==> src/rtl/uart_pkg.sv <==
// Shared definitions for the UART serial engine: FSM encodings and framing constants.
package uart_pkg;

  localparam int OVERSAMPLE = 16;
  localparam int MID_SAMPLE = 7;
  localparam int DATA_BITS  = 8;

  typedef enum logic [1:0] {
    R_IDLE  = 2'd0,
    R_START = 2'd1,
    R_DATA  = 2'd2,
    R_STOP  = 2'd3
  } rx_state_t;

  typedef enum logic [1:0] {
    T_IDLE  = 2'd0,
    T_START = 2'd1,
    T_DATA  = 2'd2,
    T_STOP  = 2'd3
  } tx_state_t;

endpackage

==> src/rtl/uart_baudgen.sv <==
// Free-running 16x oversampling tick generator; a divisor change applies at the next reload.
module uart_baudgen (
  input  logic        sys_clk,
  input  logic        sys_rst,
  input  logic [15:0] divisor,
  output logic        en16
);

  logic [15:0] cnt;

  assign en16 = (cnt == 16'd0);

  // NOTE: sequential state uses non-blocking assignments so every flop samples pre-edge values.
  always_ff @(posedge sys_clk or posedge sys_rst) begin
    if (sys_rst) begin
      cnt <= 16'd0;
    end else if (en16) begin
      cnt <= (divisor == 16'd0) ? 16'd0 : divisor - 16'd1;
    end else begin
      cnt <= cnt - 16'd1;
    end
  end

endmodule

==> src/rtl/uart_phy.sv <==
// 8N1 UART line engine: 16x oversampling receiver and transmitter sharing one tick generator.
module uart_phy
  import uart_pkg::*;
(
  input  logic        sys_clk,
  input  logic        sys_rst,
  input  logic        uart_rxd,
  output logic        uart_txd,
  input  logic [15:0] divisor,
  output logic [7:0]  rx_data,
  output logic        rx_done,
  output logic        rx_frame_err,
  input  logic [7:0]  tx_data,
  input  logic        tx_wr,
  output logic        tx_busy,
  output logic        tx_done
);

  localparam logic [3:0] SUB_LAST = 4'(OVERSAMPLE - 1);
  localparam logic [3:0] SUB_MID  = 4'(MID_SAMPLE);
  localparam logic [2:0] IDX_LAST = 3'(DATA_BITS - 1);

  logic en16;

  uart_baudgen u_baudgen (
    .sys_clk (sys_clk),
    .sys_rst (sys_rst),
    .divisor (divisor),
    .en16    (en16)
  );

  // ---------------- receiver ----------------
  logic      rxd_meta, rxd_sync;
  rx_state_t rx_state, rx_state_d;
  logic [3:0] rcnt, rcnt_d;
  logic [2:0] ridx, ridx_d;
  logic [7:0] rshift, rshift_d, rx_data_d;
  logic       rx_done_d, rx_err_d;

  always_ff @(posedge sys_clk or posedge sys_rst) begin
    if (sys_rst) begin
      rxd_meta     <= 1'b1;
      rxd_sync     <= 1'b1;
      rx_state     <= R_IDLE;
      rcnt         <= 4'd0;
      ridx         <= 3'd0;
      rshift       <= 8'd0;
      rx_data      <= 8'd0;
      rx_done      <= 1'b0;
      rx_frame_err <= 1'b0;
    end else begin
      rxd_meta     <= uart_rxd;
      rxd_sync     <= rxd_meta;
      rx_state     <= rx_state_d;
      rcnt         <= rcnt_d;
      ridx         <= ridx_d;
      rshift       <= rshift_d;
      rx_data      <= rx_data_d;
      rx_done      <= rx_done_d;
      rx_frame_err <= rx_err_d;
    end
  end

  // NOTE: every signal assigned here gets a default first, so no path can infer a latch.
  always_comb begin
    rx_state_d = rx_state;
    rcnt_d     = rcnt;
    ridx_d     = ridx;
    rshift_d   = rshift;
    rx_data_d  = rx_data;
    rx_done_d  = 1'b0;
    rx_err_d   = 1'b0;
    if (en16) begin
      rcnt_d = rcnt + 4'd1;
      case (rx_state)
        R_IDLE: begin
          if (!rxd_sync) begin
            rcnt_d     = 4'd0;
            rx_state_d = R_START;
          end
        end
        R_START: begin
          if (rcnt == SUB_MID) begin
            if (!rxd_sync) begin
              rcnt_d     = 4'd0;
              ridx_d     = 3'd0;
              rx_state_d = R_DATA;
            end else begin
              rx_state_d = R_IDLE;
            end
          end
        end
        R_DATA: begin
          if (rcnt == SUB_LAST) begin
            rshift_d = {rxd_sync, rshift[7:1]};
            if (ridx == IDX_LAST) rx_state_d = R_STOP;
            else                  ridx_d     = ridx + 3'd1;
          end
        end
        R_STOP: begin
          // Returning to idle at mid-stop lets the next start edge be caught early.
          if (rcnt == SUB_LAST) begin
            if (rxd_sync) begin
              rx_data_d = rshift;
              rx_done_d = 1'b1;
            end else begin
              rx_err_d  = 1'b1;
            end
            rx_state_d = R_IDLE;
          end
        end
        default: rx_state_d = R_IDLE;
      endcase
    end
  end

  // ---------------- transmitter ----------------
  tx_state_t tx_state, tx_state_d;
  logic [3:0] tcnt, tcnt_d;
  logic [2:0] tidx, tidx_d;
  logic [7:0] tshift, tshift_d;
  logic       txd_d, tx_busy_d, tx_done_d;

  always_ff @(posedge sys_clk or posedge sys_rst) begin
    if (sys_rst) begin
      tx_state <= T_IDLE;
      tcnt     <= 4'd0;
      tidx     <= 3'd0;
      tshift   <= 8'd0;
      uart_txd <= 1'b1;
      tx_busy  <= 1'b0;
      tx_done  <= 1'b0;
    end else begin
      tx_state <= tx_state_d;
      tcnt     <= tcnt_d;
      tidx     <= tidx_d;
      tshift   <= tshift_d;
      uart_txd <= txd_d;
      tx_busy  <= tx_busy_d;
      tx_done  <= tx_done_d;
    end
  end

  always_comb begin
    tx_state_d = tx_state;
    tcnt_d     = tcnt;
    tidx_d     = tidx;
    tshift_d   = tshift;
    txd_d      = uart_txd;
    tx_busy_d  = tx_busy;
    tx_done_d  = 1'b0;
    case (tx_state)
      T_IDLE: begin
        // Busy while idle means a byte is accepted and waits for the next tick.
        if (tx_busy) begin
          if (en16) begin
            txd_d      = 1'b0;
            tcnt_d     = 4'd0;
            tx_state_d = T_START;
          end
        end else if (tx_wr) begin
          tshift_d  = tx_data;
          tx_busy_d = 1'b1;
        end
      end
      T_START: begin
        if (en16) begin
          tcnt_d = tcnt + 4'd1;
          if (tcnt == SUB_LAST) begin
            txd_d      = tshift[0];
            tshift_d   = {1'b0, tshift[7:1]};
            tidx_d     = 3'd0;
            tx_state_d = T_DATA;
          end
        end
      end
      T_DATA: begin
        if (en16) begin
          tcnt_d = tcnt + 4'd1;
          if (tcnt == SUB_LAST) begin
            if (tidx == IDX_LAST) begin
              txd_d      = 1'b1;
              tx_state_d = T_STOP;
            end else begin
              tidx_d   = tidx + 3'd1;
              txd_d    = tshift[0];
              tshift_d = {1'b0, tshift[7:1]};
            end
          end
        end
      end
      T_STOP: begin
        if (en16) begin
          tcnt_d = tcnt + 4'd1;
          if (tcnt == SUB_LAST) begin
            tx_busy_d  = 1'b0;
            tx_done_d  = 1'b1;
            tx_state_d = T_IDLE;
          end
        end
      end
      default: tx_state_d = T_IDLE;
    endcase
  end

endmodule

==> config.mk <==
export PLATFORM = sky130hd
export DESIGN_NAME = uart_phy
export DESIGN_NICKNAME = d
export VERILOG_FILES = /design/src/rtl/uart_pkg.sv /design/src/rtl/uart_baudgen.sv /design/src/rtl/uart_phy.sv
export SDC_FILE = /design/constraint.sdc
export NUM_CORES = 1
export LEC_CHECK = 0
export CORE_ASPECT_RATIO = 0.7
export CORE_UTILIZATION = 35
export DETAILED_ROUTE_END_ITERATION = 8
export DONT_BUFFER_PORTS = 1
export SLEW_MARGIN = 30
export SYNTH_ARGS = -nofsm -noshare
export SYNTH_HDL_FRONTEND = slang
export SYNTH_HIERARCHICAL = 1
export SYNTH_SLANG_ARGS = --single-unit
==> constraint.sdc <==
create_clock -name sys_clk -period 4.3 [get_ports sys_clk]
set_input_delay 0.645 -clock sys_clk [delete_from_list [all_inputs] [get_ports sys_clk]]
set_output_delay 0.645 -clock sys_clk [all_outputs]
set_load 0.02 [all_outputs]
---- After elaboration in Yosys (flattened, before gate mapping) ----
Index checks and enable logic that the tools add are counted.
operators by class
  eq/ne operators ......................... 31
  $add $sub $neg .......................... 6
  reductions and logical operators ........ 19
  muxes and demuxes ....................... 69
operators by type and width
  kind                     count
  $mux W8                  7
  $ne A2 B2 Y1 const B     19
  $logic_not A16 Y1        2
  $mux W16                 2
  $sub A16 B1 Y16 const B  2
  $mux W2                  15
  $mux W3                  9
  $pmux W8 S3              1
  $mux W1                  22
  $mux W4                  5
  $reduce_and A6 Y1        3
  $pmux W2 S4              2
  $pmux W4 S2              2
  $pmux W3 S2              2
  $reduce_and A3 Y1        3
  $reduce_and A9 Y1        1
  $add A4 B1 Y4 const B    2
  $eq A2 B2 Y1 const B     4
  $eq A4 B4 Y1 const B     2
  $reduce_and A8 Y1        1
  $reduce_and A7 Y1        1
  $add A3 B1 Y3 const B    2
  $eq A3 B3 Y1 const B     2
  $reduce_bool A2 Y1       3
  other kinds (9)          11
storage, ports and cells
  bits in registers ....................... 65
  logic and storage cells ................. 142
  bits of input ports ..................... 28
  output and inout port bits .............. 13

---- Longest topological paths before layout ----
Gate-level depths: netlist of the first run.
  word-level depth ........................ 5
  gate-level depth with buffers ........... 12
  gate-level depth less buffers ........... 9

---- Cells and area by module ----
Netlist of the first run, hierarchy kept.
by module, submodules not included
  module        area each (um2)  seq. area each (um2)  cells an instance  times used
  uart_phy      2341.0           1229.9                190                1
  uart_baudgen  1176.1           400.4                 144                1

---- Least setup slack after synthesis of the first run ----
No wires, ideal clock.
  path kind ............................... reg2reg
  from .................................... register u_baudgen.cnt[7]
  to ...................................... register rx_data[0]
  setup time .............................. 0.125 ns
  period minus slack after synthesis ...... 2.972 ns
  data arrival time ....................... 2.847 ns
  stages on the path, launching flop included .. 10
  path buffers ............................ 2
  setup slack ............................. 1.328 ns
  required time ........................... 4.175 ns
  cells stage by stage .................... dfrtp_1 -> or4_1 -> nor4_1 -> nand2_1 -> inv_1 -> clkbuf_1 -> buf_4 -> inv_2 -> nor4_4 -> mux2_2
on the way
  word-level cells in the longest chain between the ends .. 2
RTL lines
  what                         RTL line            RTL
  start: declaration           uart_baudgen.sv:9   logic [15:0] cnt;
  start signal: assignment     uart_baudgen.sv:18  cnt <= (divisor == 16'd0) ? 16'd0 : divisor - 16'd1;
  start signal: assignment     uart_baudgen.sv:20  cnt <= cnt - 16'd1;
  $logic_not A16 Y1            uart_baudgen.sv:11  assign en16 = (cnt == 16'd0);
  net en16                     uart_phy.sv:23      logic en16;
  $reduce_and A4 Y1 (no line)  --
  end signal: assignment       uart_phy.sv:58      rx_data <= rx_data_d;
  end: declaration             uart_phy.sv:10      output logic [7:0] rx_data,
The timed path passes the listed nets, and every way through them passes these cells.
A chain may end at the register's enable or synchronous reset.

---- Final worst setup path of the first run ----
  from .................................... register u_baudgen.cnt[7]
  to ...................................... register tx_state[1]
on the way
  word-level cells in the longest chain between the ends .. 3
  elaborated cells on any way between the ends .. 6
  those cells by class .................... 4 x eq/ne; 2 x reduce/logical
RTL lines
  what                           RTL line            RTL
  $logic_not A16 Y1 *            uart_baudgen.sv:11
  net en16                       uart_phy.sv:23
  $ne A2 B2 Y1 (no line)         --
  $reduce_and A9 Y1 (no line) *  --
  end signal: assignment         uart_phy.sv:134     tx_state <= tx_state_d;
  end: declaration               uart_phy.sv:118     tx_state_t tx_state, tx_state_d;
Mark *: on every way through the listed nets, which the timed path passes. The rest lies on a longest branch.

==> summary.txt, run 1 <==
Timing
  – Hold slack: 0.261 ns
  – Max Fclk: 0.296 GHz
  – Clock Skews: 0.00816 ns
  – Final cycle utilization of the critical path: 78.7%
  – Setup total negative slack: 0 ns
  – RSZ-0062 raised after global routing: false
  – Relative slew margins: 56.3%
  – Max Transition Viols Final: 0
  – Setup violations, final: 0
  – Crit path time final: 3.38 ns
  – Slew @ Worst Pin: 0.650 ns
  – Final hold violation count: 0

Detailed routing
  – Post-detailed-route count of antenna-violating nets: 0
  – Vias/cell: 5.24
  – Violation count after the first detailed-route iteration: 123
  – WL per Instance: 14.2 um
  – Routed WL: 6690 um
  – Vias: 2463
  – Detailed Routing Iterations Pass 1: 4
  – Drc violations: 0

Floorplan
  – Die Wd: 122 um
  – Core area: 9720 sq um
  – # rows: 30
  – Initial Util: 36.2%
  – IO Pins: 41
  – Die H: 85.9 um
  – Die ar.: 10500 sq um

Clocking
  – Post-cts sizing count: 0
  – Clk buf depth: 2
  – Clk sink count: 65
  – Post-CTS Setup Bufs: 0
  – CTS clk-pin slew, worst paths: 0.05 ns
  – H-tree depth: 3
  – CTS tree: yes
  – Hold_buf cts: 0
  – Clock buffer count from CTS: 9
  – Worst-Skew Late Latency: 0.32 ns
  – Root buf cell: clkbuf_16

Critical path
  – Slowest cell on the critical path: or4_1
  – Critical path fanouts, max: 13
  – R2R depth: 8
  – Worst Setup End Kind: flip-flop
  – Startpoint Class: flip-flop
  – WP data arrival: 3.59 ns
  – Critical path type: flip-flop to flip-flop
  – CP Cell Sequence: or4_1 -> nor4_1 -> nand2_1 -> inv_1 -> nand4_1 -> o32a_1 -> a221o_1 -> mux2_1
  – Required @ worst endpoint: 4.50 ns
  – Reg2reg start: u_baudgen/cnt[7]
  – Flop2flop setup slack: 0.92 ns
  – Worst stage delay on the critical path: 0.60 ns
  – Worst R2R End: tx_state[1]

Synth
  – Cells after synthesis: 334
  – Largest cells by area after synthesis: dfrtp_1 (44%), mux2_2 (11%), ha_1 (5.3%)
  – Sequential cell area fraction in the yosys report: 46.4%
  – Synth Register Bits: 65
  – Most frequent cell after synthesis: dfrtp_1
  – Yosys top cell area share: 44.1%
  – Syn nets: 377
  – Ys Warns: 6
  – Top_reg_cell synth: dfrtp_1
  – Synthesized area: 3520 sq um
  – Syn avg cell area: 10.5 sq um
  – Ys async rst share: 100%
  – Post-synth top cells: dfrtp_1 (62), mux2_2 (33), nand2_1 (23), nor2_1 (21), inv_1 (16)
  – Leading area contributor after synthesis: dfrtp_1
  – Post-synth EDFFs: 0
  – Post-synth cell types: 53

Cells and area
  – Final instance area: 3960 sq um
  – Layout cells sized above 1: 18.4%
  – Final nets: 380
  – N_diodes: 0
  – Area growth syn-to-layout: 12.5%

Global route
  – GRT overflow: 0
  – First-pass GRT wire length: 11500 um
  – Gr usage total: 14.1%
  – Pin count of the biggest net entering global routing: 50
  – Initial antenna violation count: 0
  – Vias in the first global route: 2386

Outcome
  – Status: complete, no violations

Flow run
  – Max_cap viols: 0

Place
  – HPWL after DPL: 4870 um
  – Number of buffers added on ports: 0
  – Final RePlAce weighted congestion: 0.796
  – Dpl cell area: 3650 sq um

Pwr
  – VDD IR max: 0.240 mV
  – Leak: 1.70 nW
  – Power Dens Cells: 395 nW/um^2

Worst hold path
  – Hold crit path type: input port to asynchronous set/reset pin
[worst max-delay path by stage]
stage | from | endpoint | slack [ns] | depth (start not counted)
2_1_floorplan | u_baudgen/cnt[7] | rx_data[0] | 1.33 | 9
3_3_place_gp | u_baudgen/cnt[7] | tx_state[1] | 1.07 | 8
3_5_place_dp | u_baudgen/cnt[7] | tx_state[1] | 0.96 | 8
4_1_cts | u_baudgen/cnt[7] | tx_state[1] | 0.94 | 8
5_1_grt | u_baudgen/cnt[3] | tshift[7] | 0.71 | 8
6_report | u_baudgen/cnt[7] | tx_state[1] | 0.92 | 8
[routing by layer]
layer | GRT usage [%] | up-vias | share of wire, %
met3 | 5.12 | 7 | 4.9
met2 | 19.4 | 58 | 41
met5 | 0 | - | 0
met4 | 4.38 | 0 | 0.82
li1 | - | 1220 | -
met1 | 20.3 | 1178 | 53
[per-stage QoR]
step | util (%) | setup WS (ns) | total power [mW] | std cells
6_report | 40.7 | 0.918 | 1.56 | 470
5_1_grt | 40.7 | 0.712 | 1.64 | 470
4_1_cts | 40.6 | 0.936 | 1.58 | 470
3_5_place_dp | 37.5 | 0.957 | 0.844 | 454
3_3_place_gp | 37.5 | 1.07 | 0.841 | 454
2_1_floorplan | - | 1.33 | 0.809 | 334
[registers in the layout, indices dropped and copies added (netlist names), 2 cells and up, named ones only]
name and cells:
rshift 8, ridx 3, tidx 3, tshift 8, rx_data 8, rcnt 4
u_baudgen/cnt 16, tx_state 2, tcnt 4
[where the power goes]
| group | internal, mW | total, mW | switching (mW) |
|---|---|---|---|
| Clock | 0.466 | 0.729 | 0.263 |
| Sequential | 0.657 | 0.695 | 0.0381 |
| Combinational | 0.0670 | 0.138 | 0.0712 |
| Total | 1.19 | 1.56 | 0.372 |
[critical path: cells and delay by family (launching register included)]
family / cells / cell delay, ns
AOI/OAI and AO/OA: 2 / 0.60
and+or+nand+nor: 4 / 1.58
buffers and inverters: 1 / 0.35
DFF: 1 / 0.43
muxes: 1 / 0.32
[cells in the final DEF (no fill, tap or decap), drive strengths merged, types with 2 or more instances in the layout]
| cell type | instances |
|---|---|
| dfrtp | 62 |
| nand2 | 23 |
| clkbuf | 10 |
| nand3 | 8 |
| or4 | 5 |
| o21a | 3 |
| clkinv | 4 |
| ha | 15 |
| a21oi | 12 |
| or3 | 3 |
| and3b | 2 |
| dfstp | 3 |
| nor2b | 3 |
| mux2 | 34 |
| nor3 | 14 |
| nor4 | 12 |
| a21o | 3 |
| inv | 18 |
| o22ai | 8 |
| nand4 | 4 |
| a21boi | 2 |
| xor2 | 11 |
| o31ai | 4 |
| a31oi | 4 |
| o21ai | 14 |
| a22o | 7 |
| nand2b | 7 |
| xnor2 | 12 |
| nor2 | 21 |
[area by class of cell]
type                    count  area [sq um]
multi-input cells         243          1790
clock buffers              10           239
fillers                   906          5760
flip-flops and latches     65          1630
clock inverters             6          66.3
inverters                  17          66.3
well taps                 128           160
repair buffers              1          7.51
[cell families after synthesis]
| logic type | synth area share, % |
|---|---|
| mux | 11.2 |
| simple gates | 16.3 |
| flops | 46.4 |
| fa+ha+maj | 5.34 |
| buf+inv | 2.99 |
| compound gates | 12.1 |
| xor+xnor | 5.73 |
No activity file was read; power rests on OpenSTA's default activity.
==> run 2, diff against run 1 <==
- ABC_AREA: default -> 1
- clock period: 4.3 -> 2.97 ns (I/O delays scaled with it)
==> summary.txt, run 2 <==
Clocking
  – Hold_buf cts: 0 (unchanged)
  – Clk buf depth: 2 (unchanged)
  – Worst-Skew Late Latency: 0.33 ns (about the same)
  – Post-CTS Setup Bufs: 0 (unchanged)
  – Post-cts sizing count: 0 (unchanged)
  – Clk sink count: 65 (unchanged)
  – CTS clk-pin slew, worst paths: 0.06 ns (about the same)
  – H-tree depth: 3 (unchanged)
  – Clock buffer count from CTS: 9 (unchanged)
  – Root buf cell: clkbuf_16
  – CTS tree: yes

Cells and area
  – Multi-input gate area: 2110 sq um (+18%)
  – Fin cells: 701 (+49%)
  – Most frequent cells in the layout: nand2_1 (182), dfrtp_1 (62), inv_1 (61)
  – Layout cells sized above 1: 13.1% (-5.3 points)
  – Fill count: 1170 (+29%)
  – Area growth syn-to-layout: 10.2%
  – Most common cell after layout, fill and taps aside: nand2_1
  – Final nets: 586 (+54%)
  – N_diodes: 0 (unchanged)
  – Register Area: 1630 sq um (unchanged)
  – Max FFs per register: 16 (unchanged)
  – Biggest register: u_baudgen/cnt

Critical path
  – Startpoint Class: flip-flop
  – Worst Setup SP: u_baudgen/cnt[0]
  – Worst Setup End Kind: flip-flop
  – WP data arrival: 2.57 ns (-1.02 ns)
  – Critical path type: flip-flop to flip-flop
  – Flop2flop setup slack: 0.61 ns (-0.31 ns)
  – Required @ worst endpoint: 3.18 ns (-1.32 ns)
  – R2R depth: 11 (+3)
  – Worst R2R End: rx_data[5]
  – Setup crit end: rx_data[5]
  – Critical path fanouts, max: 16 (+3)
  – Reg2reg start: u_baudgen/cnt[0]

Floorplan
  – Die ar.: 12000 sq um (+14%)
  – # rows: 32 (+6.7%)
  – Core area: 11100 sq um (+14%)
  – Die H: 91.8 um (+6.9%)
  – Die Wd: 130 um (+6.9%)
  – IO Pins: 41 (unchanged)
  – Initial Util: 36.2% (+0.041 points)

Timing
  – Crit path time final: 2.36 ns (-1.02 ns)
  – Relative slew margins: 57.7% (+1.4 points)
  – Final hold violation count: 0 (unchanged)
  – RSZ-0062 raised after global routing: false
  – Setup total negative slack: 0 ns (unchanged)
  – Slew @ Worst Pin: 0.634 ns (-0.0160 ns)
  – Final cycle utilization of the critical path: 79.4% (+0.76 points)
  – Setup violations, final: 0 (unchanged)
  – Clock Skews: 0.00661 ns (-0.00156 ns)
  – Max Fclk: 0.424 GHz (+43%)
  – Max Transition Viols Final: 0 (unchanged)
  – Hold slack: 0.0581 ns (-0.203 ns)

Pwr
  – Comb pwr share: 3.0% (-5.8 points)
  – Power Dens Cells: 425 nW/um^2 (+7.7%)
  – Switch share: 22.5% (-1.3 points)
  – Leak: 2.15 nW (+27%)
  – P_sw: 0.426 mW (+14%)
  – VDD IR max: 0.302 mV (+26%)
  – Pint: 1.46 mW (+23%)
  – Clock Power Share: 49.8% (+3.1 points)
  – Reg power frac: 47.2% (+2.7 points)

Synth
  – Post-synth cell types: 33 (-38%)
  – Ys async rst share: 100% (unchanged)
  – Top_reg_cell synth: dfrtp_1
  – Synth Register Bits: 65 (unchanged)
  – Synthesized area: 4030 sq um (+15%)
  – Syn avg cell area: 7.49 sq um (-29%)
  – Yosys top cell area share: 38.5% (-5.6 points)
  – Largest cells by area after synthesis: dfrtp_1 (38%), nand2_1 (17%), inv_1 (5.8%)
  – Syn nets: 581 (+54%)
  – Leading area contributor after synthesis: dfrtp_1
  – Post-synth top cells: nand2_1 (182), dfrtp_1 (62), inv_1 (62), nor2_1 (53), nand3_1 (45)
  – Sequential cell area fraction in the yosys report: 40.4% (-5.9 points)
  – Ys Warns: 6 (unchanged)
  – Most frequent cell after synthesis: nand2_1
  – Cells after synthesis: 538 (+61%)
  – Post-synth EDFFs: 0 (unchanged)

Place
  – Final RePlAce weighted congestion: 0.910 (+14%)
  – HPWL after DPL: 6590 um (+35%)
  – Number of buffers added on ports: 0 (unchanged)
  – Dpl cells: 685 (+51%)

Global route
  – First-pass GRT wire length: 15200 um (+33%)
  – Gr usage total: 16.1% (+2.0 points)
  – GRT overflow: 0 (unchanged)
  – Vias in the first global route: 3193 (+34%)
  – Initial antenna violation count: 0 (unchanged)
  – Pin count of the biggest net entering global routing: 50 (unchanged)

Worst hold path
  – Hold crit path type: input port to asynchronous set/reset pin

Detailed routing
  – Post-detailed-route count of antenna-violating nets: 0 (unchanged)
  – Drc violations: 0 (unchanged)
  – Violation count after the first detailed-route iteration: 237 (+93%)
  – WL per Instance: 12.3 um (-13%)
  – Vias/cell: 4.80 (-8.5%)
  – Detailed Routing Iterations Pass 1: 4 (unchanged)
  – Vias: 3362 (+37%)
  – Routed WL: 8640 um (+29%)

Flow run
  – Max_cap viols: 0 (unchanged)

Outcome
  – Status: complete, no violations
run 2: cell types whose count changed after synthesis, sizes merged, moves of 6 or more:
cell,change
nor2,+47
a21oi,-6
a22o,-7
inv,+48
nand2,+169
nand2b,-7
nor4,-11
xnor2,-6
nand3,+39
mux2,-34
o21ai,+19
nor3,-14
run 2: worst min-delay path by stage:
stage / endpoint / startpoint / cells after the start / slack, ns
finish: ridx[0] / sys_rst / 1 / 0.06
global route: rxd_meta / uart_rxd / 0 / 0.1
CTS: ridx[0] / sys_rst / 1 / 0.09
detailed placement: rxd_sync / rxd_meta / 0 / 0.36
global placement: rxd_sync / rxd_meta / 0 / 0.36
floorplan: rxd_sync / rxd_meta / 0 / 0.35
run 2: final cells by class:
| type | instances | share of cell area [%] |
|---|---|---|
| sequential | 65 | 36.7 |
| clock inverter | 6 | 0.789 |
| clock buffer | 10 | 5.15 |
| inverter | 66 | 5.63 |
| multi-input combinational | 401 | 47.4 |
| tap | 153 | 4.31 |
run 2: power groups by stage:
stage	registers, mW	logic, mW	clock network (mW)
floorplan	0.906	0.0450	0
global placement	0.906	0.0574	0
detailed placement	0.906	0.0587	0
CTS	0.890	0.0589	0.970
global route	0.890	0.0670	1.00
finish	0.891	0.0568	0.941
run 2: layer usage:
metal  wire [um]  part of all wire, %  vias to the layer above  global-route usage, %
met5           0                    0                        -                      0
met4          95                  1.1                        0                   5.14
met3         305                  3.5                        7                   3.85
met2        3740                   43                       47                   22.8
met1        4500                   52                     1597                   23.7
li1            -                    -                     1711                      -
run 2: logic make-up (layout without fill, tap and decap cells):
family          count (synthesis)  after routing  share of synthesized area (%)
simple gates                  322            322                           35.8
buf+inv                        72             82                           7.32
flops                          65             65                           40.4
compound gates                 47             47                           8.07
xor+xnor                       17             17                           3.69
fa+ha+maj                      15             15                           4.66
run 2: worst max-delay path, cell delays in order (launching register included):
cell	delay, ns
dfrtp_1	0.38
inv_1	0.13
ha_1	0.19
nand3_1	0.10
nor2_2	0.10
nand3_2	0.17
inv_1	0.31
inv_2	0.15
nor2_4	0.18
nand4_4	0.27
nand2_1	0.18
o21ai_2	0.07
run 2: through the flow:
step	setup WS (ns)	area (sq um)	util, %	total power, mW
2_1_floorplan	1.09	4030	-	0.951
3_3_place_gp	0.768	4180	37.5	0.963
3_5_place_dp	0.616	4180	37.5	0.965
4_1_cts	0.603	4440	39.9	1.92
5_1_grt	0.382	4440	39.9	1.96
6_report	0.611	4440	39.9	1.89
